## src/rtl/quadrant_reducer_q16.sv

```systemverilog
// quadrant_reducer_q16: reduces a signed Q16.16 angle modulo 2*pi and folds it into [0, pi/2] for CORDIC
//   clk, rst              clock, asynchronous active-high reset
//   in_valid/in_ready     angle_in handshake (signed Q16.16 radians)
//   out_valid/out_ready   result handshake
//   angle_out             folded angle, 0..C_PI2
//   kuadran, isNegative   quadrant of |angle| mod 2*pi and input sign, for post-CORDIC sign fix-up
module quadrant_reducer_q16 (
   input  logic        clk,
   input  logic        rst,
   input  logic        in_valid,
   output logic        in_ready,
   input  logic [31:0] angle_in,
   output logic        out_valid,
   input  logic        out_ready,
   output logic [31:0] angle_out,
   output logic [1:0]  kuadran,
   output logic        isNegative
);
   localparam logic [31:0] C_2PI  = 32'd411775;
   localparam logic [31:0] C_PI   = 32'd205887;
   localparam logic [31:0] C_PI2  = 32'd102944;
   localparam logic [31:0] C_3PI2 = 32'd308831;
   typedef enum logic [1:0] {IDLE, REDUCE, FOLD, DONE} state_t;
   state_t      state;
   logic [31:0] rem, mag, sub, fa;
   logic [3:0]  k;
   logic [1:0]  fk;
   logic        neg;
   // two's-complement negate keeps -2^31 as 2^31 when read unsigned
   assign mag = angle_in[31] ? -angle_in : angle_in;
   // C_2PI << 12 still fits in 32 bits, so 13 restoring steps cover any |angle_in|
   assign sub = C_2PI << k;
   assign in_ready = state == IDLE;
   always_comb begin
      fk = rem < C_PI2 ? 2'd0 : rem < C_PI ? 2'd1 : rem < C_3PI2 ? 2'd2 : 2'd3;
      fa = rem < C_PI2 ? rem : rem < C_PI ? C_PI - rem : rem < C_3PI2 ? rem - C_PI : C_2PI - rem;
   end
   always_ff @(posedge clk or posedge rst) begin
      if (rst) begin
         state      <= IDLE;
         rem        <= '0;
         k          <= '0;
         neg        <= 1'b0;
         out_valid  <= 1'b0;
         angle_out  <= '0;
         kuadran    <= '0;
         isNegative <= 1'b0;
      end else begin
         case (state)
            IDLE: if (in_valid) begin
               neg   <= angle_in[31];
               rem   <= mag;
               k     <= 4'd12;
               state <= REDUCE;
            end
            REDUCE: begin
               if (rem >= sub) rem <= rem - sub;
               if (k == 4'd0) state <= FOLD;
               else k <= k - 4'd1;
            end
            FOLD: begin
               angle_out  <= fa;
               kuadran    <= fk;
               isNegative <= neg;
               out_valid  <= 1'b1;
               state      <= DONE;
            end
            DONE: if (out_ready) begin
               out_valid <= 1'b0;
               state     <= IDLE;
            end
         endcase
      end
   end
endmodule

```

## config.mk

```make
export PLATFORM = sky130hd
export DESIGN_NAME = quadrant_reducer_q16
export DESIGN_NICKNAME = d
export VERILOG_FILES = /design/src/rtl/quadrant_reducer_q16.sv
export SDC_FILE = /design/constraint.sdc
export NUM_CORES = 1
export LEC_CHECK = 0
export CAP_MARGIN = 20
export CELL_PAD_IN_SITES_DETAIL_PLACEMENT = 0
export CELL_PAD_IN_SITES_GLOBAL_PLACEMENT = 1
export CORE_MARGIN = 8
export CORE_UTILIZATION = 35
export DETAILED_ROUTE_END_ITERATION = 6
export PLACE_DENSITY_LB_ADDON = 0.1
export SLEW_MARGIN = 20
export SYNTH_ARGS = -nofsm -noshare
export SYNTH_HDL_FRONTEND = slang
export SYNTH_SLANG_ARGS = --single-unit
export TNS_END_PERCENT = 20
```

## constraint.sdc

```tcl
create_clock -name clk -period 3.5 [get_ports clk]
set_input_delay 0.7 -clock clk [delete_from_list [all_inputs] [get_ports clk]]
set_output_delay 0.7 -clock clk [all_outputs]
set_load 0.01 [all_outputs]
```

* After elaboration in Yosys (flattened, before gate mapping)
Index checks and enable logic that the tools add are counted.
** Storage, ports and cells
- Flip-flop bits (word level) :: 75
- Input port bits :: 36
- Output and inout port bits :: 37
** Operators by class
- Add/subtract/negate cells :: 6
- Order comparisons :: 4
- Equal/unequal tests :: 8
- Shift-type cells :: 1
- Multiplexer cells :: 19
- Reductions and logical operators :: 9
** Operator list (count)
- $mux W32 :: 6
- $pmux W32 S2 :: 1
- $ge A32 B32 Y1 :: 1
- $lt A32 B17 Y1 const B :: 1
- $lt A32 B18 Y1 const B :: 1
- $lt A32 B19 Y1 const B :: 1
- $neg A32 Y32 :: 1
- $shl A19 B4 Y32 const A :: 1
- $sub A18 B32 Y32 const A :: 1
- $sub A19 B32 Y32 const A :: 1
- $sub A32 B18 Y32 const B :: 1
- $sub A32 B32 Y32 :: 1
- $mux W2 :: 5
- $ne A2 B2 Y1 const B :: 5
- $reduce_and A3 Y1 :: 3
- $mux W4 :: 2
- $pmux W2 S4 :: 1
- $pmux W4 S2 :: 1
- $eq A2 B2 Y1 const B :: 2
- $logic_not A4 Y1 :: 1
- $reduce_and A2 Y1 :: 2
- $reduce_bool A2 Y1 :: 2
- $sub A4 B1 Y4 const B :: 1
- $eq A2 B1 Y1 const B :: 1
- 3 further kinds :: 4

* Depth between registers and ports, before layout
Gate-level depths: netlist (run 1).
- Word-level depth :: 4
- Gate-level depth with buffers :: 16
- Gate-level depth less buffers :: 15

* Least setup slack after synthesis (run 1)
Ideal clock, no wire load.
- Path kind :: flip-flop to flip-flop
- Start point :: reg k[1]
- End point :: reg rem[29]
- Arrival time :: 3.453 ns
- Data required time :: 3.435 ns
- Path slack :: -0.018 ns
- Stages on the path, launching flop included :: 16
- Path buffers :: 1
- Path through :: dfrtp_1 -> inv_1 -> ha_1 -> nor2_1 -> a21oi_1 -> mux2_2 -> ha_1 -> clkbuf_1 -> and3_1 -> nand2_1 -> o21ai_0 -> o311ai_2 -> o21ai_1 -> mux2_2 -> o21ai_0 -> o21a_1
** On the way
- Longest elaborated chain between the ends :: 4
- Elaborated cells on any way between the ends :: 7
- Those cells by class :: add/sub (1); order compare (1); eq/ne (1); shift (1); mux (2); reduce/logical (1)
** Ends and longest elaborated chain
- start: declaration :: RTL line 26 : logic [3:0] k;
- start signal: assignment :: RTL line 59 : else k <= k - 4'd1;
- $shl A19 B4 Y32 (*) :: RTL line 32 : assign sub = C_2PI << k;
- $sub A32 B32 Y32 or $ge A32 B32 Y1 (tied branches) :: RTL line 57 : if (rem >= sub) rem <= rem - sub;
- $mux W32 or $ne A2 B2 Y1 (tied branches)
- $pmux W32 S2 or $reduce_and A3 Y1 (tied branches)
- end signal: assignment :: RTL line 52 : rem <= mag;
- end signal: assignment :: RTL line 57
- end: declaration :: RTL line 25 : logic [31:0] rem, mag, sub, fa;
Mark *: on every way between the ends. The rest lies on a longest branch, timed or not. The select of a mux whose other input is x is not followed.
A chain may end at the register's enable or synchronous reset.

* Worst setup path in the final report (run 1)
- Start point :: reg k[0]
- End point :: reg rem[1]
The elaborated chain is that of the path after synthesis.

==> qor.yml, run 1 <==
drc: 0
synth_mux_area_share_pct: 3.79
ys_warn_count: 0
worstPathCellList: "buf_4 -> ha_1 -> or3_4 -> ha_4 -> nand2_1 -> or4_4 -> o41ai_4 -> nor2_2 -> a21oi_4 -> buf_12 -> mux2_4"
required_ns: 3.74
clockBufferDepth: 2
async_flop_share_pct: 100
min_period_ns: 3.41
postRouteAntennaNets: 0
worstSkewPairLatency_ns: 0.35
fin_setup_tns_ns: 0
holdPathEnd: "angle_out[8]"
r2r_end: "rem[1]"
relSlewSlack_pct: 44.0
synth.ff_latch_count: 75
post-place-ws_ns: -0.154
die_width_um: 162
critPathArrivalTime_ns: 3.65
reg2reg_slack_ns: 0.09
nNetsFinal: 1191
floorplan.rows: 53
synthToLayoutAreaGrowth_pct: 33.3
syn_inst: 964
synth_ff_type: "dfrtp_1"
place_congestion: 0.918
drive_gt1_share_pct: 20.5
synthAdderAreaFrac_pct: 8.45
coreArea_um2: 21000
dpl.hpwl_um: 19600
placed_area_um2: 9130
synth_compound_area_share_pct: 28.9
grt_max_degree: 57
nFillCells: 2087
port-buffer-count: 72
avgViaCountPerCell: 5.52
vias: 7641
clk_pin_slew_ns: 0.06
cts_tree: "built"
path_class: "flip-flop to flip-flop"
rr_startpoint: "k[0]"
cts_root_buf: "clkbuf_16"
grt_pass1_vias: 7409
outcome: "complete, no violations"
path_buf_inv: 2
syn_area_per_cell_um2: 7.77
synth_area_um2: 7490
antenna_found_initial: 0
cts-buffers-inserted: 9
maxSlewViolCount: 0
final_cell_mix: "100 x buf_4, 91 x nand2_1, 88 x nor2_1, 85 x a21oi_1, 74 x dfrtp_1"
period_share_pct: 97.5
wl_per_cell_um: 18.4
setup_slack_ns: 0.0869
worstMarginPinSlew_ns: 0.840
startpoint_type: "flip-flop"
first_pass_iters: 4
crit_family: "simple AND/OR/NAND/NOR gates"
rsz0062_at_grt: "no"
finClkSkew_ns: 0.0104
end_kind: "flip-flop"
hp-start: "angle_out[8]"
syn_nets: 1050
finalHoldViolCount: 0
yosysSeqAreaShare_pct: 25.1
drt-total-wl_um: 25500
floorplan.initialDensity_pct: 35.6
synth_top_family_by_area: "compound AO/OA/AOI/OAI gates"
overflow: 0
cap_violations: 0
synth_cell_types: 82
track_usage_pct: 19.0
hold_buffers: 0
critPathMaxFanout: 7
grt_first_pass_wirelength_um: 40400
antenna_cells: 0
synth_xor_area_share_pct: 7.95
finalSetupViolations: 0
synth_edf_count: 0
clock.fmax_mhz: 293
synthSimpleGateAreaFrac_pct: 20.3
cp_slowest_cell: "or4_4"
htreeDepth: 3
ios: 73
die_h_um: 162
r2r_cells: 11
hp-class: "flip-flop to flip-flop"
drtIter0Drc: 442
die_area_um2: 26300
fin_area_um2: 9980
cts_sinks: 75
mostFrequentLayoutCell: "buf_4"
min_path_cells: 1
hold_slack_ns: 0.490
max_stage_delay_ns: 0.55
## cell families after synthesis
| kind of cell | after synthesis |
|---|---|
| multiplexers | 26 |
| adder cells (fa/ha/maj) | 50 |
| AO/OA/AOI/OAI | 322 |
| buffers and inverters | 103 |
| flip-flops | 75 |
| AND/OR/NAND/NOR | 320 |
| XOR/XNOR | 68 |
## worst max path at each step
| stage | startpoint | end | depth (start not counted) |
|---|---|---|---|
| finish | k[0] | rem[1] | 11 |
| global route | k[0] | rem[9] | 15 |
| CTS | k[0] | rem[8] | 15 |
| detailed placement | k[0] | rem[26] | 15 |
| global placement | k[0] | rem[26] | 15 |
| floorplan | k[1] | rem[26] | 15 |
## metal layers
layer  vias to the layer above  share of wire [%]  global-route usage [%]
li1                       3811                  -                       -
met1                      3626                 50                    27.5
met2                       177                 44                    29.3
met3                        27                3.9                    2.18
met4                         0                1.5                    5.22
met5                         -                  0                       0
## stage by stage
stage	util, %	instances
finish	47.5	1385
detailed placement	43.4	1356
global route	47.5	1385
CTS	45.1	1372
floorplan	-	964
global placement	43.4	1356
## cells in the mapped netlist, types with 4 or more instances
cell type	number	area share [%]
nor2_1	95	4.8
nand2_1	94	4.7
a21oi_1	92	6.1
dfrtp_1	75	25
o21ai_0	63	4.2
ha_1	49	8.2
inv_1	49	2.5
xnor2_1	41	4.8
clkbuf_1	36	1.8
nand3_1	32	2.1
xor2_1	27	3.2
a21o_1	20	2.0
a31oi_1	20	1.7
mux2_2	19	2.9
nor3_1	17	1.1
buf_2	13	0.87
nand2b_1	13	1.1
or3_1	12	1.0
o31ai_1	11	1.1
a211oi_1	10	1.0
o211ai_1	10	1.0
o21a_1	9	0.90
and3_1	7	0.58
mux2i_1	7	0.94
nand4_1	7	0.58
o221ai_1	7	0.82
or2_2	7	0.58
nor3b_1	6	0.60
o21ai_1	6	0.40
o41ai_1	6	0.70
a211o_1	5	0.58
nor4_1	5	0.42
o2111ai_1	5	0.58
o22ai_1	5	0.42
or4_1	5	0.50
a22oi_1	4	0.40
and2_1	4	0.33
nor2b_1	4	0.33
o32a_1	4	0.53
## sequential cells by signal, summed over array words and instances, names as in the netlist
signal and count:
state 2, rem 32, kuadran 2, isNegative 1
k 4, angle_out 32, out_valid 1, neg 1
## cell type report
cell class | count | area (um2) | share of cell area (%)
Multi-Input combinational cell | 786 | 5590 | 56.0
Clock inverter | 6 | 65.1 | 0.652
Inverter | 50 | 193 | 1.93
Sequential cell | 75 | 1880 | 18.8
Timing Repair Buffer | 183 | 1670 | 16.7
Tap cell | 275 | 344 | 3.45
Clock buffer | 10 | 239 | 2.39
## timing repair
action | CTS | global route
gates cloned | 0 | 3
gates resized for setup | 9 | 78
setup buffers | 0 | 11
pin swaps | 1 | 29
endpoints found under the setup margin | 30 | 32
endpoints found under the hold margin | 0 | 0
Power of run 1 is not shown: default switching activity piles up to over one toggle a cycle in this logic, so the estimate is an artifact.
==> run 2: changes to the inputs <==
- CAP_MARGIN: 20 -> 40
==> run 2 against run 1 <==
Setup slack got worse by 0.0071 ns. Largest cell class unchanged. Cell count hardly changed. Clock skew increased by 0.00056 ns. Worst hold slack barely moved. Highest routed layer unchanged. Sequential share of layout area about the same. First-iteration DRC count up 1.6%. Cell area grew 0.20%. Global-route usage is the same. Non-clock buffer count rose by 1.
==> qor.yml, run 2 (synthesis results as in run 1) <==
outcome: "complete, no violations"  # unchanged
grt_first_pass_wirelength_um: 40400  # unchanged
nFillCells: 2085  # was 2,087
hold_slack_ns: 0.491  # was 0.490 ns
required_ns: 3.74  # about the same
track_usage_pct: 19.0  # unchanged
synthToLayoutAreaGrowth_pct: 33.5  # was 33.3%
finClkSkew_ns: 0.0110  # was 0.0104 ns
clock.fmax_mhz: 292  # was 293 MHz
startpoint_type: "flip-flop"  # unchanged
drive_gt1_share_pct: 20.6  # was 20.5%
max_stage_delay_ns: 0.55  # about the same
clk_pin_slew_ns: 0.07  # was 0.06 ns
ff_latch_area_um2: 1880  # unchanged
port-buffer-count: 72  # unchanged
worstMarginPinSlew_ns: 0.738  # was 0.840 ns
mostFrequentLayoutCell: "buf_4"  # unchanged
coreArea_um2: 21000  # unchanged
end_kind: "flip-flop"  # unchanged
use_met2_pct: 29.3  # unchanged
maxSlewViolCount: 0  # unchanged
drt-total-wl_um: 25500  # about the same
die_area_um2: 26300  # unchanged
setup_slack_ns: 0.0798  # was 0.0869 ns
floorplan.initialDensity_pct: 35.6  # unchanged
grtUsageMet1_pct: 27.5  # unchanged
cts_tree: "built"  # unchanged
top_usage_layer: "met2"  # unchanged
ios: 73  # unchanged
grt_pass1_vias: 7409  # unchanged
floorplan.rows: 53  # unchanged
antenna_found_initial: 0  # unchanged
hold_buffers: 0  # unchanged
final_cell_mix: "100 x buf_4, 91 x nand2_1, 88 x nor2_1, 85 x a21oi_1, 74 x dfrtp_1"  # unchanged
multi_input_area_um2: 5590  # unchanged
vias: 7630  # was 7,641
cts-buffers-inserted: 9  # unchanged
dpl.hpwl_um: 19600  # unchanged
relSlewSlack_pct: 50.7  # was 44.0%
place_congestion: 0.918  # unchanged
worstSkewPairLatency_ns: 0.35  # about the same
met3_usage_pct: 2.18  # unchanged
nNetsFinal: 1192  # was 1,191
cts_sinks: 75  # unchanged
finalSetupViolations: 0  # unchanged
clockBufferDepth: 2  # unchanged
overflow: 0  # unchanged
critPathArrivalTime_ns: 3.66  # was 3.65 ns
min_period_ns: 3.42  # was 3.41 ns
avgViaCountPerCell: 5.51  # was 5.52
rsz0062_at_grt: "no"  # unchanged
path_class: "flip-flop to flip-flop"  # unchanged
cp_slowest_cell: "or4_4"  # unchanged
post-place-ws_ns: -0.154  # unchanged
hp-class: "flip-flop to flip-flop"  # unchanged
drc: 0  # unchanged
period_share_pct: 97.7  # was 97.5%
die_width_um: 162  # unchanged
critPathMaxFanout: 7  # unchanged
postRouteAntennaNets: 0  # unchanged
wl_per_cell_um: 18.4  # about the same
cts_root_buf: "clkbuf_16"  # unchanged
finalHoldViolCount: 0  # unchanged
antenna_cells: 0  # unchanged
drtIter0Drc: 449  # was 442
reg.largest.list: "angle_out: 32 flops, rem: 32 flops, k: 4 flops"  # unchanged
cap_violations: 0  # unchanged
first_pass_iters: 4  # unchanged
grt_max_degree: 57  # unchanged
htreeDepth: 3  # unchanged
worstPathCellList: "buf_4 -> ha_1 -> or3_4 -> ha_4 -> nand2_1 -> or4_4 -> o41ai_4 -> nor2_2 -> a21oi_4 -> buf_12 -> mux2_4"  # unchanged
die_h_um: 162  # unchanged
[run 2: cell count changes in the layout (fill, tap and decap cells not counted), sizes merged]
cell and change:
buf +1
[run 2: worst paths after layout]
check                        startpoint            end  slack, ns  depth (start not counted)
max in group asynchronous           rst   angle_out[4]       2.09                          3
min in group asynchronous           rst  angle_out[24]       0.76                          2
max                                k[0]         rem[1]       0.08                         11
min reg2reg                angle_out[8]   angle_out[8]       0.49                          1
min                        angle_out[8]   angle_out[8]       0.49                          1
max reg2reg                        k[0]         rem[1]       0.08                         11
[run 2: layout make-up]
cell class              instances  area share, %
flip-flops and latches         75           18.8
inverters                      50           1.93
well taps                     275           3.44
repair buffers                184           16.9
clock inverters                 6          0.650
clock buffers                  10           2.39
multi-input cells             786           55.9
[run 2: critical path, delay by kind of cell (launching register included)]
| family | cells | cell delay (ns) |
|---|---|---|
| muxes | 1 | 0.30 |
| buffers and inverters | 2 | 0.35 |
| AOI/OAI and AO/OA | 2 | 0.65 |
| and+or+nand+nor | 4 | 1.07 |
| DFF | 1 | 0.39 |
| adders and majority gates | 2 | 0.55 |
[run 2: layer usage]
layer	share of wire (%)	routed length, um	vias to the layer above
li1	-	-	3820
met1	50	12900	3593
met2	44	11200	191
met3	4.1	1050	26
met4	1.4	363	0
met5	0	0	-
[run 2: repair_timing]
action / 4_1_cts / 5_1_grt
setup buffers: 0 / 11
gates resized for setup: 9 / 78
setup endpoints to repair: 30 / 32
pin swaps: 1 / 29
cloned: 0 / 3
[run 2: through the flow]
step	utilization, %	TNS [ns]	cell area (um2)	cells
6_report	47.6	0	10000	1386
5_1_grt	47.6	0	10000	1386
4_1_cts	45.1	0	9480	1372
3_5_place_dp	43.4	-1.24	9130	1356
3_3_place_gp	43.4	-0.280	9130	1356
2_1_floorplan	-	-0.0128	7490	964
Power of run 2 is left out for the same reason.
